[config.mk]
export PLATFORM = sky130hd
export DESIGN_NAME = ultrasonic_echo_emulator_flat
export DESIGN_NICKNAME = d
export VERILOG_FILES = /design/src/rtl/ultrasonic_echo_emulator_pkg.sv /design/src/rtl/ultrasonic_echo_emulator_if.sv /design/src/rtl/ultrasonic_echo_emulator_trigger_qualifier.sv /design/src/rtl/ultrasonic_echo_emulator.sv /design/src/flat_wrapper.sv
export SDC_FILE = /design/constraint.sdc
export NUM_CORES = 1
export LEC_CHECK = 0
export ABC_CLOCK_PERIOD_IN_PS = 3200
export BUFFER_PORTS_ARGS = -buffer_cell sky130_fd_sc_hd__buf_2
export CAP_MARGIN = 40
export CORE_ASPECT_RATIO = 2
export CORE_MARGIN = 2
export CORE_UTILIZATION = 55
export DETAILED_ROUTE_END_ITERATION = 10
export GPL_TIMING_DRIVEN = 0
export PLACE_DENSITY = 0.73
export SLEW_MARGIN = 15
export SYNTH_ARGS = -nofsm -noshare
export SYNTH_HDL_FRONTEND = slang
export SYNTH_SLANG_ARGS = --single-unit
[constraint.sdc]
create_clock -name clk -period 3.2 [get_ports clk]
set_input_delay 0.48 -clock clk [delete_from_list [all_inputs] [get_ports clk]]
set_output_delay 0.48 -clock clk [all_outputs]
set_load 0.02 [all_outputs]
[src/rtl/ultrasonic_echo_emulator_pkg.sv]
// Shared types and default timing constants for the ultrasonic echo emulator.
// Optional feature macro: ULTRASONIC_JITTER_EN (see ultrasonic_echo_emulator.sv).
package ultrasonic_pkg;

  typedef enum logic [1:0] {
    ST_IDLE,
    ST_BURST,
    ST_ECHO,
    ST_HOLDOFF
  } state_t;

  localparam int DEF_CYCLES_PER_CM  = 2900;
  localparam int DEF_TRIG_MIN       = 500;
  localparam int DEF_BURST_CYCLES   = 10000;
  localparam int DEF_MAX_CM         = 400;
  localparam int DEF_TIMEOUT_CYCLES = 1900000;
  localparam int DEF_HOLDOFF_CYCLES = 500000;

  localparam int MIN_CM = 2;
  localparam int CNT_W  = 21;
  localparam int DIST_W = 9;

  localparam logic [7:0] LFSR_SEED = 8'hA5;

  // x^8 + x^6 + x^5 + x^4 + 1, maximal length over the 255 non-zero states
  function automatic logic [7:0] lfsr_next(input logic [7:0] s);
    return {s[6:0], s[7] ^ s[5] ^ s[4] ^ s[3]};
  endfunction

endpackage

[src/rtl/ultrasonic_echo_emulator_if.sv]
// Ranging link between the measurement initiator (master) and the echo emulator (slave).
interface ultrasonic_echo_emulator_if;
  import ultrasonic_pkg::*;

  logic              trigger;
  logic [DIST_W-1:0] distance_cm;
  logic              echo;
  logic              busy;
  logic              done;
  logic              trig_err;

  modport master (
    output trigger, distance_cm,
    input  echo, busy, done, trig_err
  );

  modport slave (
    input  trigger, distance_cm,
    output echo, busy, done, trig_err
  );

endinterface

[src/rtl/ultrasonic_echo_emulator_trigger_qualifier.sv]
// Synchronizes the asynchronous trigger and measures its high time; emits a
// one-cycle qual (long enough) or registered short (too short) on each falling edge.
module trigger_qualifier #(
  parameter int TRIG_MIN = 500
) (
  input  logic clk,
  input  logic reset,
  input  logic trig_i,
  input  logic arm_i,
  output logic qual_o,
  output logic short_o
);

  localparam int HW = $clog2(TRIG_MIN + 1);

  logic          sync1_q, trig_s_q, trig_prev_q;
  logic [HW-1:0] high_q, high_d;
  logic          short_q, short_d;
  logic          fall, long_enough;

  assign fall        = trig_prev_q & ~trig_s_q;
  assign long_enough = high_q >= HW'(TRIG_MIN);

  // Counter is held at zero while disarmed so a trigger already high at IDLE entry counts from 0
  always_comb begin
    high_d = high_q;
    if (!arm_i || !trig_s_q)
      high_d = '0;
    else if (!long_enough)
      high_d = high_q + HW'(1);
  end

  assign qual_o  = arm_i & fall & long_enough;
  assign short_d = arm_i & fall & ~long_enough;
  assign short_o = short_q;

  always_ff @(posedge clk or negedge reset) begin
    if (!reset) begin
      sync1_q     <= 1'b0;
      trig_s_q    <= 1'b0;
      trig_prev_q <= 1'b0;
      high_q      <= '0;
      short_q     <= 1'b0;
    end else begin
      sync1_q     <= trig_i;
      trig_s_q    <= sync1_q;
      trig_prev_q <= trig_s_q;
      high_q      <= high_d;
      short_q     <= short_d;
    end
  end

endmodule

[src/rtl/ultrasonic_echo_emulator.sv]
// HC-SR04-style echo responder: qualified trigger -> burst delay -> echo of d*CYCLES_PER_CM -> holdoff.
// Define ULTRASONIC_JITTER_EN to add 0..255 cycles of LFSR jitter to every echo width.
module ultrasonic_echo_emulator
  import ultrasonic_pkg::*;
#(
  parameter int CYCLES_PER_CM  = DEF_CYCLES_PER_CM,
  parameter int TRIG_MIN       = DEF_TRIG_MIN,
  parameter int BURST_CYCLES   = DEF_BURST_CYCLES,
  parameter int MAX_CM         = DEF_MAX_CM,
  parameter int TIMEOUT_CYCLES = DEF_TIMEOUT_CYCLES,
  parameter int HOLDOFF_CYCLES = DEF_HOLDOFF_CYCLES
) (
  input logic                        clk,
  input logic                        reset,
  ultrasonic_echo_emulator_if.slave  bus
);

  localparam logic [CNT_W-1:0] BURST_LAST   = CNT_W'(BURST_CYCLES - 1);
  localparam logic [CNT_W-1:0] PRESC_LAST   = CNT_W'(CYCLES_PER_CM - 1);
  localparam logic [CNT_W-1:0] TIMEOUT_LAST = CNT_W'(TIMEOUT_CYCLES - 1);
  localparam logic [CNT_W-1:0] HOLD_LAST    = CNT_W'(HOLDOFF_CYCLES - 1);

  state_t            state_q, state_d;
  logic [CNT_W-1:0]  cnt_q, cnt_d;
  logic [DIST_W-1:0] cm_q, cm_d;
  logic [DIST_W-1:0] dist_q, dist_d;
  logic              tmo_q, tmo_d;
  logic              echo_q, echo_d;
  logic              busy_q, busy_d;
  logic              done_q, done_d;
  logic              qual, short_pulse;
  logic              base_en, echo_fin;

`ifdef ULTRASONIC_JITTER_EN
  logic [7:0] lfsr_q, lfsr_d;
  logic [7:0] jit_q, jit_d;
`endif

  trigger_qualifier #(
    .TRIG_MIN (TRIG_MIN)
  ) u_qual (
    .clk     (clk),
    .reset   (reset),
    .trig_i  (bus.trigger),
    .arm_i   (state_q == ST_IDLE),
    .qual_o  (qual),
    .short_o (short_pulse)
  );

  always_comb begin
    state_d  = state_q;
    cnt_d    = cnt_q;
    cm_d     = cm_q;
    dist_d   = dist_q;
    tmo_d    = tmo_q;
    echo_d   = echo_q;
    busy_d   = busy_q;
    done_d   = 1'b0;
    base_en  = 1'b1;
    echo_fin = 1'b0;
`ifdef ULTRASONIC_JITTER_EN
    lfsr_d   = lfsr_q;
    jit_d    = jit_q;
`endif
    case (state_q)
      ST_IDLE: begin
        if (qual) begin
          state_d = ST_BURST;
          busy_d  = 1'b1;
          cnt_d   = '0;
          cm_d    = '0;
          tmo_d   = int'(bus.distance_cm) > MAX_CM;
          dist_d  = (int'(bus.distance_cm) < MIN_CM) ? DIST_W'(MIN_CM) : bus.distance_cm;
`ifdef ULTRASONIC_JITTER_EN
          jit_d   = lfsr_q;
          lfsr_d  = lfsr_next(lfsr_q);
`endif
        end
      end
      ST_BURST: begin
        if (cnt_q == BURST_LAST) begin
          cnt_d   = '0;
          state_d = ST_ECHO;
          echo_d  = 1'b1;
        end else begin
          cnt_d = cnt_q + CNT_W'(1);
        end
      end
      ST_ECHO: begin
`ifdef ULTRASONIC_JITTER_EN
        // Jitter cycles are spent first, then the nominal width
        base_en = (jit_q == 8'd0);
        if (!base_en)
          jit_d = jit_q - 8'd1;
`endif
        if (base_en) begin
          if (tmo_q) begin
            if (cnt_q == TIMEOUT_LAST) echo_fin = 1'b1;
            else                       cnt_d = cnt_q + CNT_W'(1);
          end else if (cnt_q == PRESC_LAST) begin
            cnt_d = '0;
            if (cm_q == dist_q - DIST_W'(1)) echo_fin = 1'b1;
            else                             cm_d = cm_q + DIST_W'(1);
          end else begin
            cnt_d = cnt_q + CNT_W'(1);
          end
        end
        if (echo_fin) begin
          echo_d  = 1'b0;
          done_d  = 1'b1;
          cnt_d   = '0;
          state_d = ST_HOLDOFF;
        end
      end
      ST_HOLDOFF: begin
        if (cnt_q == HOLD_LAST) begin
          cnt_d   = '0;
          busy_d  = 1'b0;
          state_d = ST_IDLE;
        end else begin
          cnt_d = cnt_q + CNT_W'(1);
        end
      end
      default: state_d = ST_IDLE;
    endcase
  end

  always_ff @(posedge clk or negedge reset) begin
    if (!reset) begin
      state_q <= ST_IDLE;
      cnt_q   <= '0;
      cm_q    <= '0;
      dist_q  <= '0;
      tmo_q   <= 1'b0;
      echo_q  <= 1'b0;
      busy_q  <= 1'b0;
      done_q  <= 1'b0;
`ifdef ULTRASONIC_JITTER_EN
      lfsr_q  <= LFSR_SEED;
      jit_q   <= '0;
`endif
    end else begin
      state_q <= state_d;
      cnt_q   <= cnt_d;
      cm_q    <= cm_d;
      dist_q  <= dist_d;
      tmo_q   <= tmo_d;
      echo_q  <= echo_d;
      busy_q  <= busy_d;
      done_q  <= done_d;
`ifdef ULTRASONIC_JITTER_EN
      lfsr_q  <= lfsr_d;
      jit_q   <= jit_d;
`endif
    end
  end

  assign bus.echo     = echo_q;
  assign bus.busy     = busy_q;
  assign bus.done     = done_q;
  assign bus.trig_err = short_pulse;

endmodule

[src/flat_wrapper.sv]
// flat-port wrapper written by rule: the top's interface ports become plain ports
module ultrasonic_echo_emulator_flat import ultrasonic_pkg::*;
#(
  parameter int CYCLES_PER_CM  = DEF_CYCLES_PER_CM,
  parameter int TRIG_MIN       = DEF_TRIG_MIN,
  parameter int BURST_CYCLES   = DEF_BURST_CYCLES,
  parameter int MAX_CM         = DEF_MAX_CM,
  parameter int TIMEOUT_CYCLES = DEF_TIMEOUT_CYCLES,
  parameter int HOLDOFF_CYCLES = DEF_HOLDOFF_CYCLES
)
  (clk, reset, bus_trigger, bus_distance_cm, bus_echo, bus_busy, bus_done, bus_trig_err);
  ultrasonic_echo_emulator_if bus_i ();
  input logic clk;
  input logic reset;
  input wire logic [$bits(bus_i.trigger)-1:0] bus_trigger;
  input wire logic [$bits(bus_i.distance_cm)-1:0] bus_distance_cm;
  output wire logic [$bits(bus_i.echo)-1:0] bus_echo;
  output wire logic [$bits(bus_i.busy)-1:0] bus_busy;
  output wire logic [$bits(bus_i.done)-1:0] bus_done;
  output wire logic [$bits(bus_i.trig_err)-1:0] bus_trig_err;
  assign bus_i.trigger = bus_trigger;
  assign bus_i.distance_cm = bus_distance_cm;
  assign bus_echo = bus_i.echo;
  assign bus_busy = bus_i.busy;
  assign bus_done = bus_i.done;
  assign bus_trig_err = bus_i.trig_err;
  ultrasonic_echo_emulator #(.CYCLES_PER_CM(CYCLES_PER_CM), .TRIG_MIN(TRIG_MIN), .BURST_CYCLES(BURST_CYCLES), .MAX_CM(MAX_CM), .TIMEOUT_CYCLES(TIMEOUT_CYCLES), .HOLDOFF_CYCLES(HOLDOFF_CYCLES)) u_core (.clk(clk), .reset(reset), .bus(bus_i));
endmodule
==> flow_summary.ini, run 1 <==
[status]
status = finished clean

[worst_setup_path]
startpoint_type = flop
worstPathArrival_ps = 2970
worst-setup-path-type = reg2reg
cp-end-kind = flop
cp_data_required_time_ps = 3450
critical_path.max_fanout = 5

[cells_and_area]
nets = 421
fillers = 509
syn_to_final_growth_pct = 13.5
multi_input_area_mm2 = 0.00190
regArea_mm2 = 0.00145
antenna_cells = 0
fin_util_pct = 63.8
drive_gt1_share_pct = 15.1

[timing]
finalCritPeriodShare_pct = 85.1
drv_slew = 0
finalHoldViolCount = 0
worst_pin_slew_ps = 728
setup_ws_ps = 478
fin_setup_tns_ps = 0
finalCriticalPeriod_ps = 2720
setup_violations = 0
rsz0062_at_grt = false
max_freq_ghz = 0.367
slew_headroom_pct = 51.4
fin_worst_skew_ps = 5.90

[floorplan]
die_y_um = 117
coreArea_mm2 = 0.00621
die_w_um = 60.3
placementRows = 41
die-area_mm2 = 0.00704
ios = 16
floorplan.initialDensity_pct = 56.2

[route]
wl_per_cell_um = 15.8
firstDrtPassIters = 4
remaining_drc_errors = 0
via_count = 2884
wl_um = 7710
drt_iter0_markers = 224
antenna_left = 0
vias_per_cell = 5.90

[place]
post-dp-hpwl_um = 5300
pre_cts_ws_ps = 520
numPortBuffers = 15
place.gp.congestion = 0.878

[global_route]
grt_pass1_wl_um = 12900
grt_pass1_vias = 2770
grt_overflow_total = 0
grt_usage_pct = 24.5
antenna_found_initial = 0
grt_max_degree = 59

[yosys]
synth_ff_type = dfrtp_1
synthTopCellsByArea = dfrtp_1 (42%), o21ai_0 (5.9%), nand2_1 (3.8%), ha_1 (3.6%), xor2_1 (3.3%)
synth.yosys.seq_area_share_pct = 41.6
synth_warnings = 0
synth_cells = 373
synth_cell_types = 60
async_flop_share_pct = 100
synth.avg_cell_area_um2 = 9.36
synth_seq_cells = 58
synth-edff-count = 0
synth_top_area_share_pct = 41.6
synth_area_mm2 = 0.00349
synth_nets = 395
synthTopCellsByCount = dfrtp_1 (58), o21ai_0 (41), nand2_1 (35)
yosysMostFrequentCell = dfrtp_1
synth_top_cell_by_area = dfrtp_1

[pwr]
ir_worst_vdd_v = 0.000333
leakagePower_nw = 1.73
p_per_area_mw_per_mm2 = 440

[clocking]
cts_tree = yes
ctsHtreeMaxLevel = 3
clkTransAtPathRegs_ps = 50
postCtsSetupRepairBufs = 0
insertion_delay_ps = 330
cts_resized = 0
clockBufferDepth = 2
cts_buffers = 9
cts_hold_buf = 0
cts.sinks = 58
root_buffer = clkbuf_16

[worst_hold_path]
hold_path.class = in2async

[run]
max-cap-violations = 0
-- final cells by class --
class                   count  share of cell area [%]
plain buffers              16                    2.53
clock buffers              12                    6.22
clock inverters             3                    1.01
inverters                  10                   0.948
multi-input cells         289                    48.0
flip-flops and latches     58                    36.6
well taps                  86                    2.72
repair buffers             15                    1.96
-- layer usage --
metal	up-vias	global-route usage [%]	wire length, um
met5	-	0	0
met4	0	10.2	131
met3	10	6.53	259
met2	49	38.9	3890
met1	1411	31.0	3420
li1	1414	-	-
-- sequential cells by signal, indices dropped and copies added (netlist names) --
name and flops:
u_core.u_qual.sync1_q 1, u_core.state_q 2, u_core.u_qual.trig_prev_q 1, u_core.cm_q 9
u_core.bus.echo 1, u_core.bus.done 1, u_core.cnt_q 21, u_core.u_qual.high_q 9
u_core.dist_q 9, u_core.bus.busy 1, u_core.u_qual.trig_s_q 1, u_core.u_qual.short_o 1
u_core.tmo_q 1
-- through the flow --
| step | hold WS, ps | cell area, um^2 | instances | power [mW] |
|---|---|---|---|---|
| after floorplan | 184 | 3490 | 373 | 0.800 |
| after global routing | 251 | 3960 | 489 | 1.81 |
| final | 211 | 3960 | 489 | 1.74 |
| after detailed placement | 356 | 3670 | 474 | 0.833 |
| after global placement | 345 | 3670 | 474 | 0.830 |
| after CTS | 236 | 3960 | 489 | 1.76 |
-- logic make-up after synthesis --
family / share of synthesized area, %
xor+xnor: 4.52
buf+inv: 3.94
compound gates: 17.0
flops: 41.6
simple gates: 26.5
fa+ha+maj: 3.59
mux: 2.87
-- critical path, stage by stage, from the launching register on --
cell,delay [ps]
dfrtp_1,420
inv_1,60
ha_1,310
xor2_1,170
nand2_1,60
or4_4,550
o311a_4,400
o21ai_0,400
o21ai_0,170
o21ai_0,90
-- path summary, 6_finish.rpt --
check,startpoint,endpoint,slack [ps],cells past startpoint
worst max-delay path,u_core.dist_q[0],u_core.cm_q[2],480,9
worst min-delay path,reset,u_core.u_qual.high_q[8],210,1
worst max register to register,u_core.dist_q[0],u_core.cm_q[2],480,9
worst min register to register,u_core.u_qual.sync1_q,u_core.u_qual.trig_s_q,360,0
max in group asynchronous,reset,u_core.dist_q[6],2500,1
min in group clk,bus_trigger,u_core.u_qual.sync1_q,260,1
-- power by group --
group	total (mW)	switching (mW)	leakage, nW	internal (mW)
clock network	0.922	0.308	0.142	0.615
registers	0.759	0.0133	0.771	0.746
logic	0.0631	0.0391	0.819	0.0240
total	1.74	0.360	1.73	1.38
-- cells in the final DEF (no fill, tap or decap), types with 4 or more instances in the layout --
| master | Yosys | final |
|---|---|---|
| dfrtp_1 | 58 | 58 |
| o21ai_0 | 41 | 41 |
| nand2_1 | 35 | 35 |
| nor2_1 | 26 | 26 |
| nand3_1 | 19 | 19 |
| buf_2 | 4 | 18 |
| xor2_1 | 13 | 13 |
| and3_1 | 13 | 13 |
| nand4_1 | 11 | 11 |
| a21oi_1 | 11 | 11 |
| inv_1 | 10 | 10 |
| o31ai_1 | 10 | 10 |
| ha_1 | 10 | 10 |
| clkbuf_1 | 7 | 9 |
| nor2b_1 | 9 | 9 |
| nor3b_1 | 9 | 9 |
| clkbuf_16 | 0 | 9 |
| nand2b_1 | 8 | 8 |
| mux2_2 | 8 | 8 |
| xnor2_1 | 5 | 5 |
| or3_1 | 4 | 4 |
| nor3_1 | 4 | 4 |
(Power assumes the default switching activity.)
==> run 2: changes to the inputs <==
--- a/config.mk
+++ b/config.mk
@@ -5,7 +5,7 @@
 export SDC_FILE = /design/constraint.sdc
 export NUM_CORES = 1
 export LEC_CHECK = 0
-export ABC_CLOCK_PERIOD_IN_PS = 3200
+export ABC_CLOCK_PERIOD_IN_PS = 2900
 export BUFFER_PORTS_ARGS = -buffer_cell sky130_fd_sc_hd__buf_2
 export CAP_MARGIN = 40
 export CORE_ASPECT_RATIO = 2
==> constraint.sdc (replaced) <==
create_clock -name clk -period 2.9 [get_ports clk]
set_input_delay 0.435 -clock clk [delete_from_list [all_inputs] [get_ports clk]]
set_output_delay 0.435 -clock clk [all_outputs]
set_load 0.02 [all_outputs]
==> run 2 against run 1 <==
- sequential power increased by 10%
- die area is the same
- critical path depth grew 2
- fmax barely moved
- register-to-register slack worse by 300 ps
==> flow_summary.ini, run 2 (same netlist as run 1, synthesis figures left out) <==
[route]
via_count = 2883
wl_per_cell_um = 15.8
wl_um = 7700
remaining_drc_errors = 0
firstDrtPassIters = 4
vias_per_cell = 5.90
drt_iter0_markers = 221
antenna_left = 0

[clocking]
insertion_delay_ps = 330
clkTransAtPathRegs_ps = 50
cts_resized = 0
cts_hold_buf = 0
cts.sinks = 58
postCtsSetupRepairBufs = 0
ctsHtreeMaxLevel = 3
cts_tree = yes
cts_buffers = 9
clockBufferDepth = 2
root_buffer = clkbuf_16

[worst_setup_path]
crit_slowest_cell = or4_4
crit_family = compound AO/OA/AOI/OAI gates
crit_path_max_incr_delay_ps = 510
cp-end-kind = flop
cp_cell_sequence = ha_1 > nand3_2 > or4_4 > o41a_1 > nand2b_1 > a311o_2 > buf_6 > buf_8 > a21oi_1 > o21ai_1 > o31ai_1
crit_buf_inv = 2
worst-setup-path-type = reg2reg
r2r_setup_slack_ps = 180
worstPathArrival_ps = 2930
r2r-end = u_core.cnt_q[7]
reg2reg_from = u_core.cnt_q[0]
startpoint_type = flop
rr_worst_depth = 11
critical_path.max_fanout = 10
cp_data_required_time_ps = 3110

[timing]
worst_pin_slew_ps = 728
fin_setup_tns_ps = 0
drv_slew = 0
rsz0062_at_grt = false
finalCriticalPeriod_ps = 2720
max_freq_ghz = 0.368
finalHoldViolCount = 0
finalCritPeriodShare_pct = 93.8
slew_headroom_pct = 51.5
fin_worst_skew_ps = 5.81
setup_violations = 0

[cells_and_area]
antenna_cells = 0
fillers = 509
mostFrequentLayoutCells = dfrtp_1 (58), o21ai_0 (40), nand2_1 (35)
final_common_cell = dfrtp_1
fin_area_mm2 = 0.00396
largest_reg_flops = 21
fin_util_pct = 63.8
drive_gt1_share_pct = 15.1
largest_register = u_core.cnt_q
syn_to_final_growth_pct = 13.5
nets = 421

[floorplan]
die_w_um = 60.3
die_y_um = 117
coreArea_mm2 = 0.00621
floorplan.initialDensity_pct = 56.2
placementRows = 41
die-area_mm2 = 0.00704
ios = 16

[pwr]
p_per_area_mw_per_mm2 = 486
totalPowerFinal_mw = 1.93
leakagePower_nw = 1.73
ir_worst_vdd_v = 0.000368

[global_route]
grt_max_degree = 59
grt_usage_pct = 24.5
grt_pass1_vias = 2770
antenna_found_initial = 0
grt_pass1_wl_um = 12900
grt_overflow_total = 0

[place]
numPortBuffers = 15
place.gp.congestion = 0.878
dpl_cell_area_mm2 = 0.00367
post-dp-hpwl_um = 5300

[status]
status = finished clean

[worst_hold_path]
hold_path.class = in2async

[run]
max-cap-violations = 0
==> run 2: cell type report <==
cell class / count / area (um^2) / area share [%]
buffer: 16 / 100 / 2.53
clock inverter: 3 / 40.0 / 1.01
multi-input combinational: 289 / 1900 / 48.0
timing repair buffer: 15 / 77.6 / 1.96
clock buffer: 12 / 246 / 6.22
sequential: 58 / 1450 / 36.6
inverter: 10 / 37.5 / 0.948
tap: 86 / 108 / 2.72
==> run 2: metal layers <==
metal	track usage, %	wire (um)	up-vias	part of all wire, %
li1	-	-	1415	-
met1	31.0	3410	1411	44
met2	38.9	3900	47	51
met3	6.53	258	10	3.3
met4	10.2	131	0	1.7
met5	0	0	-	0
==> run 2: through the flow <==
step	cells	setup slack, ps	hold slack (ps)
floorplan	373	487	139
global placement	474	286	345
detailed placement	474	220	356
CTS	489	203	191
global route	489	27.5	206
finish	489	181	166
==> run 2: worst register-to-register path: cells and delay by family (launching register included) <==
family          cells  cell delay, ps
fa+ha+maj           1             260
compound gates      5             920
simple gates        3             760
buf+inv             2             280
flops               1             390
==> run 2: how the worst max path moves through the flow <==
stage                           end  cells after the start  slack, ps        startpoint
finish              u_core.cnt_q[7]                     11        180   u_core.cnt_q[0]
global route        u_core.cnt_q[9]                     11         30   u_core.cnt_q[0]
CTS                 u_core.cnt_q[9]                     11        200   u_core.cnt_q[0]
detailed placement   u_core.cm_q[6]                      9        220  u_core.dist_q[0]
global placement    u_core.cnt_q[7]                     11        290   u_core.cnt_q[0]
floorplan           u_core.cnt_q[7]                     11        490   u_core.cnt_q[0]
==> run 2: where the power goes <==
part / total (mW) / switching [mW] / internal [mW]
combinational: 0.0696 / 0.0431 / 0.0265
clock: 1.02 / 0.340 / 0.678
sequential: 0.838 / 0.0147 / 0.823
total: 1.93 / 0.397 / 1.53
==> run 3: changes to the inputs <==
--- a/config.mk
+++ b/config.mk
@@ -10,10 +10,10 @@
 export CAP_MARGIN = 40
 export CORE_ASPECT_RATIO = 2
 export CORE_MARGIN = 2
-export CORE_UTILIZATION = 55
+export CORE_UTILIZATION = 50
 export DETAILED_ROUTE_END_ITERATION = 10
 export GPL_TIMING_DRIVEN = 0
-export PLACE_DENSITY = 0.73
+export PLACE_DENSITY = 0.67
 export SLEW_MARGIN = 15
 export SYNTH_ARGS = -nofsm -noshare
 export SYNTH_HDL_FRONTEND = slang
==> run 3 against run 2 <==
- global-route usage shrank 2.4 points
- register-to-register slack better by 30 ps
- sequential power about the same
- combinational power barely moved
- clock skew about the same
- hold slack gained 6.9 ps
- routed wire length increased by 0.47%
- fmax rose by 1.2%
- final area about the same
- sequential cell count did not move
- critical path type unchanged
- largest cell class unchanged
- highest routed layer unchanged
==> flow_summary.ini, run 3 (same netlist as run 1, synthesis figures left out) <==
[global_route]
antenna_found_initial = 0
grt_overflow_total = 0
grt_usage_pct = 22.1
grt_pass1_wl_um = 13300
grt_pass1_vias = 2890
grt_max_degree = 59

[timing]
rsz0062_at_grt = false
max_freq_ghz = 0.372
finalCritPeriodShare_pct = 92.7
worst_pin_slew_ps = 745
finalHoldViolCount = 0
setup_violations = 0
slew_headroom_pct = 50.3
fin_setup_tns_ps = 0
finalCriticalPeriod_ps = 2690
setup_ws_ps = 212
drv_slew = 0
fin_worst_skew_ps = 5.92

[floorplan]
die-area_mm2 = 0.00770
coreArea_mm2 = 0.00683
ios = 16
die_w_um = 63.1
placementRows = 43
floorplan.initialDensity_pct = 51.1
die_y_um = 122

[route]
vias_per_cell = 5.97
wl_um = 7740
antenna_left = 0
remaining_drc_errors = 0
wl_per_cell_um = 15.7
firstDrtPassIters = 4
via_count = 2948
drt_iter0_markers = 246

[cells_and_area]
finalNonFillerCells = 494
largest_register = u_core.cnt_q
nets = 421
syn_to_final_growth_pct = 13.6
regArea_mm2 = 0.00145
fin_util_pct = 58.0
fin_area_mm2 = 0.00396
mostFrequentLayoutCells = dfrtp_1 (58), o21ai_0 (41), nand2_1 (35)
antenna_cells = 0
drive_gt1_share_pct = 15.3
final_common_cell = dfrtp_1
largest_reg_flops = 21
multi_input_area_mm2 = 0.00190
fillers = 624

[worst_setup_path]
worstPathArrival_ps = 2880
cp_data_required_time_ps = 3100
worst-setup-path-type = reg2reg
startpoint_type = flop
critical_path.max_fanout = 10
cp-end-kind = flop

[clocking]
clockBufferDepth = 2
cts_tree = yes
postCtsSetupRepairBufs = 0
cts_hold_buf = 0
clkTransAtPathRegs_ps = 50
ctsHtreeMaxLevel = 3
cts_buffers = 9
root_buffer = clkbuf_16
insertion_delay_ps = 330
cts_resized = 0
cts.sinks = 58

[pwr]
ir_worst_vdd_v = 0.000364
p_seq_share_pct = 44.2
power.internal_mw = 1.49
power_frac_comb_pct = 3.7
clock_power_share_pct = 52.2
leakagePower_nw = 1.73
switchingPower_mw = 0.403
p_per_area_mw_per_mm2 = 478
p_sw_share_pct = 21.3

[place]
numPortBuffers = 15
place.gp.congestion = 0.891
pre_cts_ws_ps = 238
post-dp-hpwl_um = 5520
place_inst = 478
dpl_cell_area_mm2 = 0.00368

[status]
status = finished clean

[worst_hold_path]
hold_path.class = in2async

[run]
max-cap-violations = 0
run 3: critical path, cell delays in order (launching register included):
cell and delay [ps]:
dfrtp_1 400, ha_1 260, nand3_2 160, or4_4 510, o41a_1 440, nand2b_1 80, a311o_2 180, buf_6 140
buf_2 240, o21ai_0 140
run 3: power by group through the flow:
stage | Sequential [mW] | Combinational, mW | Clock [mW]
floorplan | 0.848 | 0.0347 | 0
global placement | 0.850 | 0.0664 | 0
detailed placement | 0.850 | 0.0702 | 0
CTS | 0.837 | 0.0707 | 1.00
global route | 0.839 | 0.0791 | 1.04
finish | 0.837 | 0.0695 | 0.989
run 3: final cells by class:
| class | instances | share of cell area (%) |
|---|---|---|
| clock buffer | 14 | 6.91 |
| multi-input combinational | 289 | 47.9 |
| tap | 90 | 2.84 |
| buffer | 16 | 2.53 |
| timing repair buffer | 15 | 1.96 |
| inverter | 10 | 0.947 |
| clock inverter | 2 | 0.253 |
| sequential | 58 | 36.6 |
run 3: per-layer routing:
metal  vias to the layer above  track usage (%)  share of wire (%)
met1                      1435             27.1                 44
met5                         -                0                  0
met4                         0             11.1                2.1
met3                        16             4.25                4.1
met2                        75             36.7                 50
li1                       1422                -                  -
run 3: path summary, 6_finish.rpt:
| path | start | slack [ps] | endpoint | depth (start not counted) |
|---|---|---|---|---|
| max in group asynchronous | reset | 2230 | u_core.cnt_q[12] | 1 |
| worst min register to register | u_core.u_qual.sync1_q | 360 | u_core.u_qual.trig_s_q | 0 |
| worst max-delay path | u_core.cnt_q[0] | 210 | u_core.cnt_q[2] | 9 |
| min in group clk | bus_trigger | 220 | u_core.u_qual.sync1_q | 1 |
| worst min-delay path | reset | 170 | u_core.u_qual.high_q[4] | 1 |
| worst max register to register | u_core.cnt_q[0] | 210 | u_core.cnt_q[2] | 9 |
run 3: metrics by stage:
| stage | power [mW] | hold slack, ps |
|---|---|---|
| 5_1_grt | 1.96 | 216 |
| 2_1_floorplan | 0.882 | 139 |
| 3_5_place_dp | 0.921 | 355 |
| 6_report | 1.90 | 173 |
| 3_3_place_gp | 0.916 | 343 |
| 4_1_cts | 1.91 | 201 |
